[config.mk]
export PLATFORM = sky130hd
export DESIGN_NAME = fetch_pc_unit
export DESIGN_NICKNAME = d
export VERILOG_FILES = /design/src/rtl/fetch_pc_unit.sv
export SDC_FILE = /design/constraint.sdc
export NUM_CORES = 1
export LEC_CHECK = 0
export ABC_CLOCK_PERIOD_IN_PS = 3500
export BUFFER_PORTS_ARGS = -buffer_cell sky130_fd_sc_hd__buf_2
export CAP_MARGIN = 20
export CORE_MARGIN = 1.5
export CORE_UTILIZATION = 30
export DETAILED_ROUTE_END_ITERATION = 10
export MAX_ROUTING_LAYER = met4
export SLEW_MARGIN = 20
export SYNTH_ARGS = -nofsm -noshare
export SYNTH_HDL_FRONTEND = slang
export SYNTH_SLANG_ARGS = --single-unit
[constraint.sdc]
create_clock -name clk -period 3.5 [get_ports clk]
set_clock_uncertainty 0.1 [all_clocks]
set_input_delay 0.525 -clock clk [delete_from_list [all_inputs] [get_ports clk]]
set_output_delay 0.525 -clock clk [all_outputs]
set_load 0.01 [all_outputs]
[src/rtl/fetch_pc_unit.sv]
// Program counter and instruction fetch stage feeding the opcode decoder.
// One outstanding memory request; fetched word is held until the decoder accepts it.
module fetch_pc_unit #(
  parameter int unsigned ADDR_W = 8,
  parameter int unsigned DATA_W = 32,
  parameter int unsigned IMM_W = 16,
  parameter logic [ADDR_W-1:0] RESET_PC = '0
) (
  input  logic              clk,
  input  logic              rst_n,
  output logic              imem_req,
  output logic [ADDR_W-1:0] imem_addr,
  input  logic              imem_ack,
  input  logic [DATA_W-1:0] imem_rdata,
  output logic [DATA_W-1:0] inst,
  output logic              inst_valid,
  input  logic              inst_ready,
  output logic [ADDR_W-1:0] pc_out,
  output logic [ADDR_W-1:0] link_addr,
  input  logic              branch,
  input  logic              zero,
  input  logic              jump,
  input  logic              jal,
  input  logic              jr,
  input  logic [IMM_W-1:0]  br_offset,
  input  logic [ADDR_W-1:0] j_target,
  input  logic [ADDR_W-1:0] jr_addr,
  output logic              redirect,
  output logic [15:0]       inst_count
);

  typedef enum logic [1:0] {
    RESET_WAIT,
    FETCH,
    HOLD
  } state_e;

  state_e state_q, state_d;

  logic [ADDR_W-1:0] fpc_q, fpc_d;
  logic [ADDR_W-1:0] pc_q, pc_d;
  logic [DATA_W-1:0] inst_q, inst_d;
  logic              valid_q, valid_d;
  logic              redir_q, redir_d;
  logic [15:0]       cnt_q, cnt_d;

  logic [ADDR_W-1:0] off_ext;
  logic [ADDR_W-1:0] seq_pc;
  logic [ADDR_W-1:0] br_pc;
  logic [ADDR_W-1:0] npc;
  logic              taken;
  logic              hs;

  // Offset is sign-extended or truncated to the PC width; wrap is implicit.
  assign off_ext = ADDR_W'($signed(br_offset));
  assign seq_pc  = pc_q + ADDR_W'(1);
  assign br_pc   = seq_pc + off_ext;
  assign hs      = valid_q & inst_ready;

  always_comb begin
    npc   = seq_pc;
    taken = 1'b1;
    if (jr) begin
      npc = jr_addr;
    end else if (jump || jal) begin
      npc = j_target;
    end else if (branch && zero) begin
      npc = br_pc;
    end else begin
      taken = 1'b0;
    end
  end

  always_comb begin
    state_d = state_q;
    fpc_d   = fpc_q;
    pc_d    = pc_q;
    inst_d  = inst_q;
    valid_d = valid_q;
    redir_d = 1'b0;
    cnt_d   = cnt_q;
    unique case (state_q)
      RESET_WAIT: begin
        state_d = FETCH;
      end
      FETCH: begin
        if (imem_ack) begin
          inst_d  = imem_rdata;
          pc_d    = fpc_q;
          valid_d = 1'b1;
          state_d = HOLD;
        end
      end
      HOLD: begin
        if (hs) begin
          valid_d = 1'b0;
          cnt_d   = cnt_q + 16'd1;
          redir_d = taken;
          fpc_d   = npc;
          state_d = FETCH;
        end
      end
      default: begin
        state_d = RESET_WAIT;
      end
    endcase
  end

  always_ff @(posedge clk) begin
    if (!rst_n) begin
      state_q <= RESET_WAIT;
      fpc_q   <= RESET_PC;
      pc_q    <= RESET_PC;
      inst_q  <= '0;
      valid_q <= 1'b0;
      redir_q <= 1'b0;
      cnt_q   <= '0;
    end else begin
      state_q <= state_d;
      fpc_q   <= fpc_d;
      pc_q    <= pc_d;
      inst_q  <= inst_d;
      valid_q <= valid_d;
      redir_q <= redir_d;
      cnt_q   <= cnt_d;
    end
  end

  assign imem_req   = (state_q == FETCH);
  assign imem_addr  = fpc_q;
  assign inst       = inst_q;
  assign inst_valid = valid_q;
  assign pc_out     = pc_q;
  assign link_addr  = seq_pc;
  assign redirect   = redir_q;
  assign inst_count = cnt_q;

endmodule

# After elaboration in Yosys (flattened, before gate mapping)

Index checks and enable logic that the tools add are counted.

Register bits: 68
Input port bits: 73
Output and inout bits: 75

$add $sub $neg: 3
Eq/ne operators: 4
Multiplexer cells: 12
Bitwise logic cells: 1
Reduce and logical (&&, ||, !) cells: 9

Operators by type and width:

| cell                  | number |
|---|---|
| $mux 8                | 3 |
| $add 16x1->16 const B | 1 |
| $add 8x1->8 const B   | 1 |
| $add 8x8->8           | 1 |
| $pmux 2 s3            | 1 |
| $reduce_and 2->1      | 3 |
| $reduce_and 3->1      | 2 |
| $mux 1                | 5 |
| $mux 2                | 2 |
| $eq 2x1->1 const B    | 1 |
| $eq 2x2->1 const B    | 1 |
| $logic_not 2->1       | 1 |
| $ne 2x1->1 const B    | 1 |
| $ne 2x2->1 const B    | 1 |
| $pmux 1 s2            | 1 |
| $reduce_bool 2->1     | 1 |
| $and 1x1->1           | 1 |
| $logic_and 1x1->1     | 1 |
| $logic_or 1x1->1      | 1 |

# Logic depth before layout (Yosys ltp)

Depth after elaboration: 5
Depth in mapped cells: 10
Gate-level depth less buffers: 10

# Worst setup path before layout

No wires, ideal clock.

Path kind: reg-to-reg
Start point: register pc_q[0] (netlist: pc_out[0])
End point: register fpc_q[6] (netlist: imem_addr[6])
Setup time: 127 ps
Arrival: 2386 ps
Data required time: 3273 ps
Slack: 887 ps
Cell stages (with the launch flop): 11
Path buffers: 0
Clock period less this slack: 2613 ps
Cell sequence: dfxtp_1 -> ha_1 -> nand2_1 -> nor2_1 -> xor2_1 -> ha_1 -> or3_1 -> o2111ai_1 -> a211oi_1 -> a2111oi_0 -> o21ai_1

Cells in the longest elaborated chain, start to end: 5

RTL lines:

| what                   | RTL line | text |
|---|---|---|
| start, declared        | 41       | `logic [ADDR_W-1:0] pc_q, pc_d;` |
| start signal, assigned | 121      | `pc_q <= pc_d;` |
| $add 8x1->8 *          | 56       | `assign seq_pc = pc_q + ADDR_W'(1);` |
| named net link_addr[6] | 19       | `output logic [ADDR_W-1:0] link_addr,` |
| $add 8x8->8            | 57       | `assign br_pc = seq_pc + off_ext;` |
| $mux 8 *               | 67       | `end else if (branch && zero) begin` |
| $mux 8 *               | 65       | `end else if (jump \|\| jal) begin` |
| $mux 8 *               | 63       | `if (jr) begin` |
| end signal, assigned   | 120      | `fpc_q <= fpc_d;` |
| end, declared          | 40       | `logic [ADDR_W-1:0] fpc_q, fpc_d;` |

Mark *: on every way through the listed nets, which the timed path passes. The rest lies on a longest branch.
A chain may end at the register's enable or synchronous reset.

# Final worst setup path

Start point: register pc_q[0] (netlist: pc_out[0])
End point: register fpc_q[6] (netlist: imem_addr[6])

Cells in the longest elaborated chain, start to end: 5

RTL lines:

| what          | RTL line |
|---|---|
| $add 8x1->8 * | 56 |
| $add 8x8->8   | 57 |
| $mux 8 *      | 67 |
| $mux 8 *      | 65 |
| $mux 8 *      | 63 |

Every way passes the cells marked *; elsewhere a longest branch is shown, timed or not.

==> results.toml <==
[outcome]
outcome = "finished clean"

[min_path]
hold_path_class = "input port to flop"
hold_depth = 3

[power]
p_sw_frac = 0.2245
p_int_mw = 1.499
powerDensity_nw_per_um2 = 427.4
p_comb_frac = 0.098
p_seq_frac = 0.419
clkPwrFrac = 0.483
power.switching_mw = 0.4340
leakagePower_nw = 2.071
vdd_drop_max_uv = 285.9

[global_route]
grt_first_pass_wirelength_um = 14920
grt_usage = 0.1649
grt_max_degree = 49
grt_pass1_vias = 3089
gr-total-overflow = 0
antenna_found_initial = 1

[detailed_routing]
drc = 0
ant_nets = 0
drt-total-wl_um = 9654
firstDrtPassIters = 5
vias = 3327
wl_per_cell_um = 14.09
drtIter0Drc = 276
vias_per_cell = 4.857

[floorplan]
fp-row-count = 38
initial_core_util = 0.3117
ios = 148
fp.dieW_um = 109.8
die_area_um2 = 12060
core_um2 = 10980
die_h_um = 109.8

[worst_setup_path]
r2r_cells = 10
end_kind = "flop"
crit_top_cell = "ha_1"
crit_chain = "ha_1, nand2_1, nor2_1, xor2_1, ha_1, or3_1, o2111ai_1, a211oi_1, a2111oi_0, o21ai_1"
worstSetupPathType = "flop to flop"
critPathRequiredTime_ns = 3.59
worst_setup_path_start_kind = "flop"
crit_fanout = 8
slowest_delay_ns = 0.45
critPathArrivalTime_ns = 2.86
cp_slowest_cell = "dfxtp_1"

[synthesis]
postSynthAreaPerCell_um2 = 8.289
synthArstFlopShare = 0
synth_fa_ha_area_frac = 0.04240
synth_top_cell_by_area = "dfxtp_1"
synth.area.top_cells = "dfxtp_1 (40%), nand2_1 (11%), a21boi_0 (9.4%)"
synthDistinctLibCells = 54
synth.mux.area_fraction = 0
yosysTopAreaCellShare = 0.3977
syn-num-nets = 497
ys.flop_type = "dfxtp_1"
synth_edf_count = 0
synthXorXnorAreaFrac = 0.05373
syn_inst = 413
synth_top_family_by_area = "simple AND/OR/NAND/NOR gates"
synth_area_um2 = 3423
ys_warn_count = 0
synth-compound-area-share = 0.2116
synth-seq-cells = 68
synth_simple_gate_area_frac = 0.2595
ys_seq_area_frac = 0.3977

[timing]
fin_crit_sh = 0.7907
timing.final.max_slew_violations = 0
relSlewSlack = 0.4550
fmax_ghz = 0.3614
final_hold_viol_count = 0
finalSetupTns_ns = 0
setup_viol = 0
hold_ws_ns = 0.3478
rsz0062_at_grt = "no"
layout_min_cycle_time_ns = 2.767
fin_ws_ns = 0.7327
worst_slew_pin_slew_ns = 0.8175

[clocking]
htree_num_levels = 3
cts-resized-gates = 0
cts_sinks = 68
post_cts_buffers = 0
clk_path_buf_depth = 2
holdBufCountCts = 0
path_clk_slew_ns = 0.05
cts_tree = "built"
numCtsBuffers = 9
clkLatencyLatePin_ns = 0.32
cts_root_buffer = "clkbuf_16"

[final_layout]
final_cell_mix = "buf_2 (139), nand2_1 (103), dfxtp_1 (68)"
nets = 625
syn2layout_area_growth_pct = 32.13
layout-drive-gt1-share = 0.3033
layout_commonest_cell = "buf_2"
fill_cells = 1109

[placed_design]
gp_congestion = 0.8028
hpwl_um = 6976
dpl_worst_slack_ns = 0.7421
io_buffer_count = 139

[run]
cap_viol_max_count = 0
logic make-up after synthesis:
group / count (synthesis)
AO/OA/AOI/OAI: 97
XOR/XNOR: 21
adder cells (fa/ha/maj): 11
buffers and inverters: 29
flip-flops: 68
AND/OR/NAND/NOR: 187
cells in the mapped netlist (all sizes together) (4+ instances only):
cell type    n
inv          5
o21ai       10
nor3         4
nor2        19
ha          10
xnor2       14
xor2         7
nand4        4
a211oi       6
nand2      103
and2        19
nand3       18
and3         4
a21oi       13
a21boi      43
clkbuf      19
dfxtp       68
buf          5
power by group through the flow:
| stage | Sequential [mW] | Clock (mW) | Combinational [mW] |
|---|---|---|---|
| after floorplan | 0.835 | 0 | 0.0965 |
| after global placement | 0.825 | 0 | 0.186 |
| after detailed placement | 0.826 | 0 | 0.191 |
| after CTS | 0.810 | 0.958 | 0.191 |
| after global routing | 0.813 | 0.995 | 0.211 |
| final | 0.810 | 0.933 | 0.190 |
final timing paths:
check | to | slack [ns] | from
worst max-delay path | imem_addr[6]$_SDFFE_PN0P_ | 0.73 | pc_out[0]$_SDFFE_PN0P_
worst min-delay path | inst[20]$_SDFFE_PN0P_ | 0.35 | imem_rdata[20]
worst max register to register | imem_addr[6]$_SDFFE_PN0P_ | 0.73 | pc_out[0]$_SDFFE_PN0P_
worst min register to register | inst[17]$_SDFFE_PN0P_ | 0.36 | inst[17]$_SDFFE_PN0P_
area by class of cell:
| type | count | area [µm²] | share of cell area |
|---|---|---|---|
| diodes | 1 | 2.502 | 0.0005533 |
| clock buffers | 13 | 280.3 | 0.06196 |
| clock inverters | 1 | 30.03 | 0.006639 |
| inverters | 5 | 18.77 | 0.004149 |
| multi-input cells | 316 | 1944 | 0.4299 |
| flip-flops and latches | 68 | 1361 | 0.3010 |
| well taps | 140 | 175.2 | 0.03873 |
| repair buffers | 141 | 710.7 | 0.1571 |
flip-flops by register name (all words and copies together) (netlist names):
name        flops
inst           32
inst_valid      1
redirect        1
imem_addr       8
pc_out          8
state_q         2
inst_count     16
critical path, delay by kind of cell, from the launching register on:
family                     cells  cell delay [ns]
xor gates and xnor gates       1             0.29
adders and majority gates      2             0.61
AOI/OAI and AO/OA              4             0.68
DFF                            1             0.45
and+or+nand+nor                3             0.51
layer usage:
metal / GRT usage / wire length, µm / share of wire
met1: 0.1990 / 4448 / 0.46
met2: 0.2573 / 4533 / 0.47
met3: 0.06580 / 561 / 0.058
met4: 0.03896 / 110 / 0.011
met5: - / 0 / 0
stage by stage:
stage	utilization	cell area (µm²)	total power, mW	std cells
2_1_floorplan	-	3423	0.9319	413
3_3_place_gp	0.3833	4210	1.011	670
3_5_place_dp	0.3833	4210	1.017	670
4_1_cts	0.4116	4521	1.960	684
5_1_grt	0.4118	4523	2.020	685
6_report	0.4118	4523	1.933	685
No activity file was read; power rests on OpenSTA's default activity.
